`src/rtl/bram_arbiter_pkg.sv`:
```
// Shared constants, types and helpers for the BRAM round-robin arbiter.
package bram_arbiter_pkg;

  localparam int unsigned DEFAULT_DATA_WIDTH    = 16;
  localparam int unsigned DEFAULT_ADDRESS_WIDTH = 11;
  localparam int unsigned DEFAULT_NUM_PORTS     = 2;
  localparam int unsigned MAX_NUM_PORTS         = 8;

  // Index width able to hold the largest legal port number.
  localparam int unsigned PORT_IDX_MAX_W = 3;

  typedef logic [PORT_IDX_MAX_W-1:0] port_idx_t;

  // Bits needed to index n ports; never less than one bit.
  function automatic int unsigned port_idx_w(input int unsigned n);
    return (n <= 2) ? 1 : $clog2(n);
  endfunction

endpackage

```
`src/rtl/bram_arbiter_rr_arbiter.sv`:
```
// Round-robin arbiter: grants the first requester at or above the pointer.
module rr_arbiter
  import bram_arbiter_pkg::*;
#(
  parameter  int unsigned NUM_PORTS = DEFAULT_NUM_PORTS,
  localparam int unsigned IDX_W     = port_idx_w(NUM_PORTS)
) (
  input  logic                 clock,
  input  logic                 reset_n,
  input  logic [NUM_PORTS-1:0] req,
  output logic [NUM_PORTS-1:0] gnt,
  output logic [IDX_W-1:0]     gnt_idx,
  output logic                 gnt_valid
);

  logic [IDX_W-1:0] r_ptr;

  // Search upward from the pointer, wrapping, and take the first request.
  always_comb begin
    int unsigned      v_sum;
    logic [IDX_W-1:0] v_idx;
    v_sum     = 0;
    v_idx     = '0;
    gnt       = '0;
    gnt_idx   = '0;
    gnt_valid = 1'b0;
    for (int unsigned k = 0; k < NUM_PORTS; k++) begin
      v_sum = 32'(r_ptr) + k;
      if (v_sum >= NUM_PORTS) begin
        v_sum = v_sum - NUM_PORTS;
      end
      v_idx = IDX_W'(v_sum);
      if (!gnt_valid && req[v_idx]) begin
        gnt_valid  = 1'b1;
        gnt_idx    = v_idx;
        gnt[v_idx] = 1'b1;
      end
    end
  end

  // Pointer moves just past the winner; holds when nothing is granted.
  always_ff @(posedge clock or negedge reset_n) begin
    if (!reset_n) begin
      r_ptr <= '0;
    end else if (gnt_valid) begin
      if (gnt_idx == IDX_W'(NUM_PORTS - 1)) begin
        r_ptr <= '0;
      end else begin
        r_ptr <= gnt_idx + IDX_W'(1);
      end
    end
  end

endmodule

```
`src/rtl/bram_arbiter.sv`:
```
// Shares one simple-dual-port BRAM between NUM_PORTS requesters:
// one read and one write granted per cycle, read data routed back a cycle later.
module bram_arbiter
  import bram_arbiter_pkg::*;
#(
  parameter  int unsigned DATA_WIDTH    = DEFAULT_DATA_WIDTH,
  parameter  int unsigned ADDRESS_WIDTH = DEFAULT_ADDRESS_WIDTH,
  parameter  int unsigned NUM_PORTS     = DEFAULT_NUM_PORTS,
  localparam int unsigned IDX_W         = port_idx_w(NUM_PORTS)
) (
  input  logic                               clock,
  input  logic                               reset_n,
  input  logic [NUM_PORTS-1:0]               req_valid,
  input  logic [NUM_PORTS-1:0]               req_wen,
  input  logic [NUM_PORTS*ADDRESS_WIDTH-1:0] req_addr,
  input  logic [NUM_PORTS*DATA_WIDTH-1:0]    req_wdata,
  output logic [NUM_PORTS-1:0]               req_ready,
  output logic [NUM_PORTS-1:0]               resp_valid,
  output logic [DATA_WIDTH-1:0]              resp_rdata,
  output logic [ADDRESS_WIDTH-1:0]           mem_raddr,
  input  logic [DATA_WIDTH-1:0]              mem_dout,
  output logic                               mem_wen,
  output logic [ADDRESS_WIDTH-1:0]           mem_waddr,
  output logic [DATA_WIDTH-1:0]              mem_din
);

  logic [ADDRESS_WIDTH-1:0] w_addr [NUM_PORTS];
  logic [DATA_WIDTH-1:0]    w_data [NUM_PORTS];

  logic [NUM_PORTS-1:0] w_rd_req;
  logic [NUM_PORTS-1:0] w_wr_req;
  logic [NUM_PORTS-1:0] w_rd_gnt;
  logic [NUM_PORTS-1:0] w_wr_gnt;
  logic [IDX_W-1:0]     w_rd_idx;
  logic [IDX_W-1:0]     w_wr_idx;
  logic                 w_rd_valid;
  logic                 w_wr_valid;

  logic [ADDRESS_WIDTH-1:0] r_raddr;
  logic                     r_rsp_pend;
  port_idx_t                r_rsp_port;

  // Unpack the flat request buses into per-port slices.
  for (genvar g = 0; g < NUM_PORTS; g++) begin : g_slice
    assign w_addr[g] = req_addr[g*ADDRESS_WIDTH +: ADDRESS_WIDTH];
    assign w_data[g] = req_wdata[g*DATA_WIDTH +: DATA_WIDTH];
  end

  assign w_rd_req = req_valid & ~req_wen;
  assign w_wr_req = req_valid & req_wen;

  rr_arbiter #(
    .NUM_PORTS (NUM_PORTS)
  ) u_rd_arb (
    .clock     (clock),
    .reset_n   (reset_n),
    .req       (w_rd_req),
    .gnt       (w_rd_gnt),
    .gnt_idx   (w_rd_idx),
    .gnt_valid (w_rd_valid)
  );

  rr_arbiter #(
    .NUM_PORTS (NUM_PORTS)
  ) u_wr_arb (
    .clock     (clock),
    .reset_n   (reset_n),
    .req       (w_wr_req),
    .gnt       (w_wr_gnt),
    .gnt_idx   (w_wr_idx),
    .gnt_valid (w_wr_valid)
  );

  assign req_ready = w_rd_gnt | w_wr_gnt;

  // Memory port steering; read address holds when idle to avoid toggling.
  always_comb begin
    mem_wen   = w_wr_valid;
    mem_waddr = '0;
    mem_din   = '0;
    mem_raddr = r_raddr;
    if (w_wr_valid) begin
      mem_waddr = w_addr[w_wr_idx];
      mem_din   = w_data[w_wr_idx];
    end
    if (w_rd_valid) begin
      mem_raddr = w_addr[w_rd_idx];
    end
  end

  // Remember the read address and which port owns next cycle's read data.
  always_ff @(posedge clock or negedge reset_n) begin
    if (!reset_n) begin
      r_raddr    <= '0;
      r_rsp_pend <= 1'b0;
      r_rsp_port <= '0;
    end else if (w_rd_valid) begin
      r_raddr    <= mem_raddr;
      r_rsp_pend <= 1'b1;
      r_rsp_port <= port_idx_t'(w_rd_idx);
    end else begin
      r_rsp_pend <= 1'b0;
    end
  end

  // Response strobe for the port that issued last cycle's read.
  for (genvar g = 0; g < NUM_PORTS; g++) begin : g_resp
    assign resp_valid[g] = r_rsp_pend && (r_rsp_port == port_idx_t'(g));
  end

  assign resp_rdata = mem_dout;

endmodule

```
`config.mk`:
```
export PLATFORM = sky130hd
export DESIGN_NAME = bram_arbiter
export DESIGN_NICKNAME = d
export VERILOG_FILES = /design/src/rtl/bram_arbiter_pkg.sv /design/src/rtl/bram_arbiter_rr_arbiter.sv /design/src/rtl/bram_arbiter.sv
export SDC_FILE = /design/constraint.sdc
export NUM_CORES = 1
export LEC_CHECK = 0
export CORE_ASPECT_RATIO = 0.5
export CORE_MARGIN = 2
export CORE_UTILIZATION = 25
export CTS_BUF_LIST = sky130_fd_sc_hd__clkbuf_4
export DETAILED_ROUTE_END_ITERATION = 10
export GPL_ROUTABILITY_DRIVEN = 0
export GPL_TIMING_DRIVEN = 0
export PLACE_DENSITY = 0.65
export SKIP_CTS_REPAIR_TIMING = 1
export SLEW_MARGIN = 15
export SYNTH_ARGS = -nofsm -noshare
export SYNTH_HDL_FRONTEND = slang
export SYNTH_SLANG_ARGS = --single-unit
```
`constraint.sdc`:
```
create_clock -name clock -period 1.7 [get_ports clock]
set_clock_uncertainty 0.15 [all_clocks]
set_input_delay 0.255 -clock clock [delete_from_list [all_inputs] [get_ports clock]]
set_output_delay 0.255 -clock clock [all_outputs]
set_load 0.05 [all_outputs]
```
* Yosys cells after proc, flatten, opt, wreduce, memory -nomap -nowiden
Index checks and enable logic that the tools add are counted.
Storage, ports and cells: bits in registers 15, input bits 76, output and inout bits 59, word-level logic and storage cells 93
Operators by class: add/subtract/negate cells 8, magnitude comparators 14, mux-type cells 47, bitwise operators 8, reduce and logical (&&, ||, !) cells 11
Operators by type and width (number):
- $mux W11 | 8
- $mux W16 | 4
- $mux W1 | 27
- $ge A2 B2 Y1 const B | 4
- $logic_and A1 B1 Y1 | 8
- $lt A1 B2 Y1 const B | 4
- $mux W2 | 4
- $or A2 B2 Y2 | 3
- $add A1 B1 Y2 const B | 2
- $and A2 B2 Y2 | 2
- $demux W1 S1 | 4
- $ge A1 B1 Y1 const B | 4
- $ge A1 B2 Y1 const B | 2
- $not A1 Y2 | 2
- $sub A1 B1 Y1 const B | 4
- $logic_not A3 Y1 | 1
- $add A1 B1 Y1 const B | 2
- $logic_not A1 Y1 | 2
- $not A2 Y2 | 1

* Logic depth before layout (Yosys ltp)
depth in word-level cells 13, mapped depth 5, mapped depth without buffers 3

* Modules after synthesis
A second synthesis with hierarchy kept.
Second synthesis, totals: cells, all modules 162, area, all modules 1440.1 um2
Modules (own cells, without submodules):
- bram_arbiter | instances 1, cells each 146, area an instance 1287.5 um2, sequential area each 325.3 um2
- rr_arbiter | instances 2, cells each 8, area an instance 76.3 um2, sequential area each 25.0 um2

* Worst setup path after synthesis
Ideal clock, no wire load.
path kind input-to-output, start input req_valid[0], end output req_ready[0], data arrival time 1.773 ns, data required time 1.295 ns, setup slack -0.478 ns, stages on the path 3, path buffers 2, path through clkbuf_2 > clkbuf_1 > a21boi_0
On the way: word-level cells in the longest chain between the ends 8, elaborated cells on any way between the ends 23, those cells by class 14 x mux; 5 x bitwise; 4 x reduce/logical
Ends and longest elaborated chain:
- from (decl) | line bram_arbiter.sv:13 | input logic [NUM_PORTS-1:0] req_valid,
- $and A2 B2 Y2 (on tied branches) | line bram_arbiter.sv:49, bram_arbiter.sv:50
- $mux W1 (implied by the code) (2 in series) | line bram_arbiter_rr_arbiter.sv:33 | if (!gnt_valid && req[v_idx]) begin
- $mux W1 | line bram_arbiter_rr_arbiter.sv:33
- $logic_not A1 Y1 | line bram_arbiter_rr_arbiter.sv:33
- $logic_and A1 B1 Y1 | line bram_arbiter_rr_arbiter.sv:33
- $mux W2 | line bram_arbiter_rr_arbiter.sv:33
- $or A2 B2 Y2 * | line bram_arbiter.sv:74 | assign req_ready = w_rd_gnt | w_wr_gnt;
- to (decl) | line bram_arbiter.sv:17 | output logic [NUM_PORTS-1:0] req_ready,
Mark *: on every way between the ends. The rest lies on a longest branch, timed or not. The select of a mux whose other input is x is not followed.

* Worst setup path in the final report
start register u_wr_arb.r_ptr, end output mem_waddr[2]
On the way: word-level cells in the longest chain between the ends 13, elaborated cells on any way between the ends 22, those cells by class 3 x add/sub; 2 x order compare; 14 x mux; 1 x bitwise; 2 x reduce/logical
Ends and longest elaborated chain:
- from (decl) | line bram_arbiter_rr_arbiter.sv:16 | logic [IDX_W-1:0] r_ptr;
- from (signal assigned) | line bram_arbiter_rr_arbiter.sv:49 | r_ptr <= gnt_idx + IDX_W'(1);
- $ge A1 B2 Y1 / $sub A1 B1 Y1 (equally long branches) | line bram_arbiter_rr_arbiter.sv:29, bram_arbiter_rr_arbiter.sv:30
- $mux W1 | line bram_arbiter_rr_arbiter.sv:29 | if (v_sum >= NUM_PORTS) begin
- $mux W1 (implied by the code) (2 in series) | line bram_arbiter_rr_arbiter.sv:33
- $mux W1 | line bram_arbiter_rr_arbiter.sv:33
- $logic_not A1 Y1 | line bram_arbiter_rr_arbiter.sv:33
- $logic_and A1 B1 Y1 | line bram_arbiter_rr_arbiter.sv:33
- $mux W1 | line bram_arbiter_rr_arbiter.sv:33
- $not A1 Y2 (implied by the code) | line bram_arbiter.sv:83 | mem_waddr = w_addr[w_wr_idx];
- $mux W11 (implied by the code) (3 in series) | line bram_arbiter.sv:83
- $mux W11 * | line bram_arbiter.sv:82 | if (w_wr_valid) begin
- to (decl) | line bram_arbiter.sv:23 | output logic [ADDRESS_WIDTH-1:0] mem_waddr,
Marks and branches as above.

==> results.toml <==
[status]
status = "finished with violations"
violations = "setup timing"

[detailed_routing]
met3_wirelength_um = 312
dr_total_vias = 1829
routed_wl_um = 5920
remaining_drc_errors = 0
first_pass_iters = 4
via_per_inst = 4.78
wl_met1_um = 2430
drtIter0Drc = 53
wl_per_cell_um = 15.4
wl_met2_um = 3110
highest_layer = "met4"
ant_nets = 0

[synthesis]
ys_types = 24
syn_area_um2 = 1600
yosysWarnings = 0
synth.top_cells.by_count = "27 x and3_1, 22 x a221o_1, 19 x mux2_4, 16 x buf_4, 15 x dfrtp_1"
synth_top_area_cell = "dfrtp_1"
synthAdderAreaFrac_pct = 0
synthMuxAreaShare_pct = 24.1
ys.flop_type = "dfrtp_1"
synth_area_leaders = "dfrtp_1 23%, mux2_4 18%, a221o_1 14%"
yosysSeqAreaShare_pct = 23.4
synth-seq-cells = 15
synth.most_common_cell = "and3_1"
syn-instance-count = 157
avgSynthCellArea_um2 = 10.2
synth_top_area_share_pct = 23.4
yosys.area_share.simple_pct = 20.9
synth_edf_count = 0
synth-async-reset-ratio_pct = 100
synth_fp_nets = 233
synth_top_family_by_area = "multiplexers"
yosys.area_share.xor_xnor_pct = 0
synth-compound-area-share_pct = 17.1

[clocking]
htreeDepth = 1
clk_pin_slew_worst_paths_ns = 0.09
cts_tree = "built"
cts_root_buf = "clkbuf_4"
cts_buffer_depth = 2
cts_buffers = 3
clock-sinks = 15
clk_latency_ns = 0.29

[sta]
setup_viol = 40
max-slew-margin-rel_pct = 55.2
fin_crit_ns = 2.10
setup_tns_ns = -14.15
setup_ws_ns = -0.399
period_share_pct = 123
hold_ws_ns = 0.210
drv_slew = 0
final_hold_viol_count = 0
fmax_mhz = 476
tightest_slew_ns = 0.669
rsz0062_at_grt = "true"

[worst_setup_path]
cpMostUsedCell = "buf_6"
timing.critical_path.buf_inv = 3
slowest_stage = "dfrtp_1"
arrival_ns = 1.69
crit_path_max_incr_delay_ns = 0.42
critPathCaptureType = "output port"
path_cells = "o21bai_2 -> buf_6 -> clkbuf_16 -> mux2_4 -> buf_6"
start_kind = "register"
cp_max_fo = 5
cp.required_ns = 1.29
cpLargestDelayFamily = "buffers and inverters"
crit_type = "register to output port"

[final_layout]
drive_gt1_share_pct = 50.2
final_cells = 383
final_core_util_pct = 54.9
area_growth_pct = 110
nNetsFinal = 372
antenna_cells = 0

[die]
die-area_um2 = 7100
start_util_pct = 26.1
coreArea_um2 = 6130
num_io_pins = 135
die_height_um = 60.6
die_w_um = 117
num_rows = 20

[global_route]
gr-total-overflow = 0
grt_antenna_before_repair = 0
first_global_vias = 1773
grt_max_degree = 16
grt_pass1_wl_um = 8230
grt_usage_pct = 14.9

[job]
cap_viol_max_count = 0

[power]
ir_drop_v = 0.000209
total_power_mw = 2.01
p_leak_nw = 1.68
p_per_area_nw_per_um2 = 598

[place]
port_buffers = 118
dp.final_hpwl_um = 4390
dp.cells = 363

[min_path]
hold_class = "primary input to async pin"
==> kinds of logic (layout without fill, tap and decap cells) <==
| group | after synthesis | after routing |
|---|---|---|
| AO/OA/AOI/OAI | 29 | 29 |
| buffers and inverters | 32 | 170 |
| flip-flops | 15 | 15 |
| multiplexers | 28 | 28 |
| AND/OR/NAND/NOR | 53 | 53 |
==> sequential cells by signal (all words and copies together) (netlist names) <==
register and cells:
r_raddr 11, r_rsp_pend 1, r_rsp_port 1, u_rd_arb.r_ptr 1, u_wr_arb.r_ptr 1
==> cell type report <==
| cell class | count | area [um2] |
|---|---|---|
| fillers | 522 | 2760 |
| repair buffers | 134 | 1490 |
| multi-input cells | 110 | 1080 |
| flip-flops and latches | 15 | 377 |
| plain buffers | 32 | 279 |
| well taps | 88 | 110 |
| clock buffers | 4 | 30.0 |
==> per-stage QoR <==
| step | setup slack [ns] | area (um2) |
|---|---|---|
| after global routing | -0.468 | 3370 |
| after global placement | -1.29 | 2910 |
| final | -0.399 | 3370 |
| after detailed placement | -1.31 | 2910 |
| after floorplan | 0.00329 | 1620 |
| after CTS | -1.32 | 2940 |
==> path summary, 6_finish.rpt <==
path	cells past startpoint	to	from	slack, ns
worst max register to register	5	r_raddr[4]	u_rd_arb.r_ptr	0.05
worst min-delay path	1	r_raddr[8]	reset_n	0.21
max in group asynchronous	1	u_rd_arb.r_ptr	reset_n	0.72
min in group clock	3	r_rsp_pend	req_valid[0]	0.21
worst min register to register	2	r_rsp_port[0]	r_rsp_port[0]	0.36
worst max-delay path	5	mem_waddr[2]	u_wr_arb.r_ptr	-0.40
==> worst register-to-register path: stages, from the launching register on <==
cell and delay, ns:
dfrtp_2 0.45, o21a_4 0.24, buf_8 0.13, buf_4 0.13
buf_4 0.12, a221o_1 0.33
==> power by group <==
part | switching (mW) | internal (mW)
combinational | 0.702 | 0.658
sequential | 0.0206 | 0.406
clock | 0.119 | 0.107
total | 0.842 | 1.17
==> cell usage in the layout, fill, tap and decap left out, types with 5 or more instances in the layout <==
| cell type | Yosys | final |
|---|---|---|
| a221o_1 | 22 | 11 |
| a221o_2 | 0 | 11 |
| and3_1 | 27 | 27 |
| buf_4 | 16 | 28 |
| buf_6 | 3 | 30 |
| buf_8 | 2 | 17 |
| clkbuf_2 | 1 | 5 |
| clkbuf_4 | 0 | 6 |
| clkdlybuf4s50_1 | 0 | 71 |
| dfrtp_1 | 15 | 14 |
| dlymetal6s2s_1 | 0 | 6 |
| mux2_4 | 19 | 23 |
| nand2_1 | 7 | 6 |
| nor3b_2 | 0 | 7 |
==> per-layer routing <==
metal / GRT usage [%] / up-vias
li1: - / 865
met1: 18.4 / 887
met2: 27.9 / 72
met3: 1.90 / 5
met4: 4.03 / 0
met5: 0 / -
No activity file was read; power rests on OpenSTA's default activity.
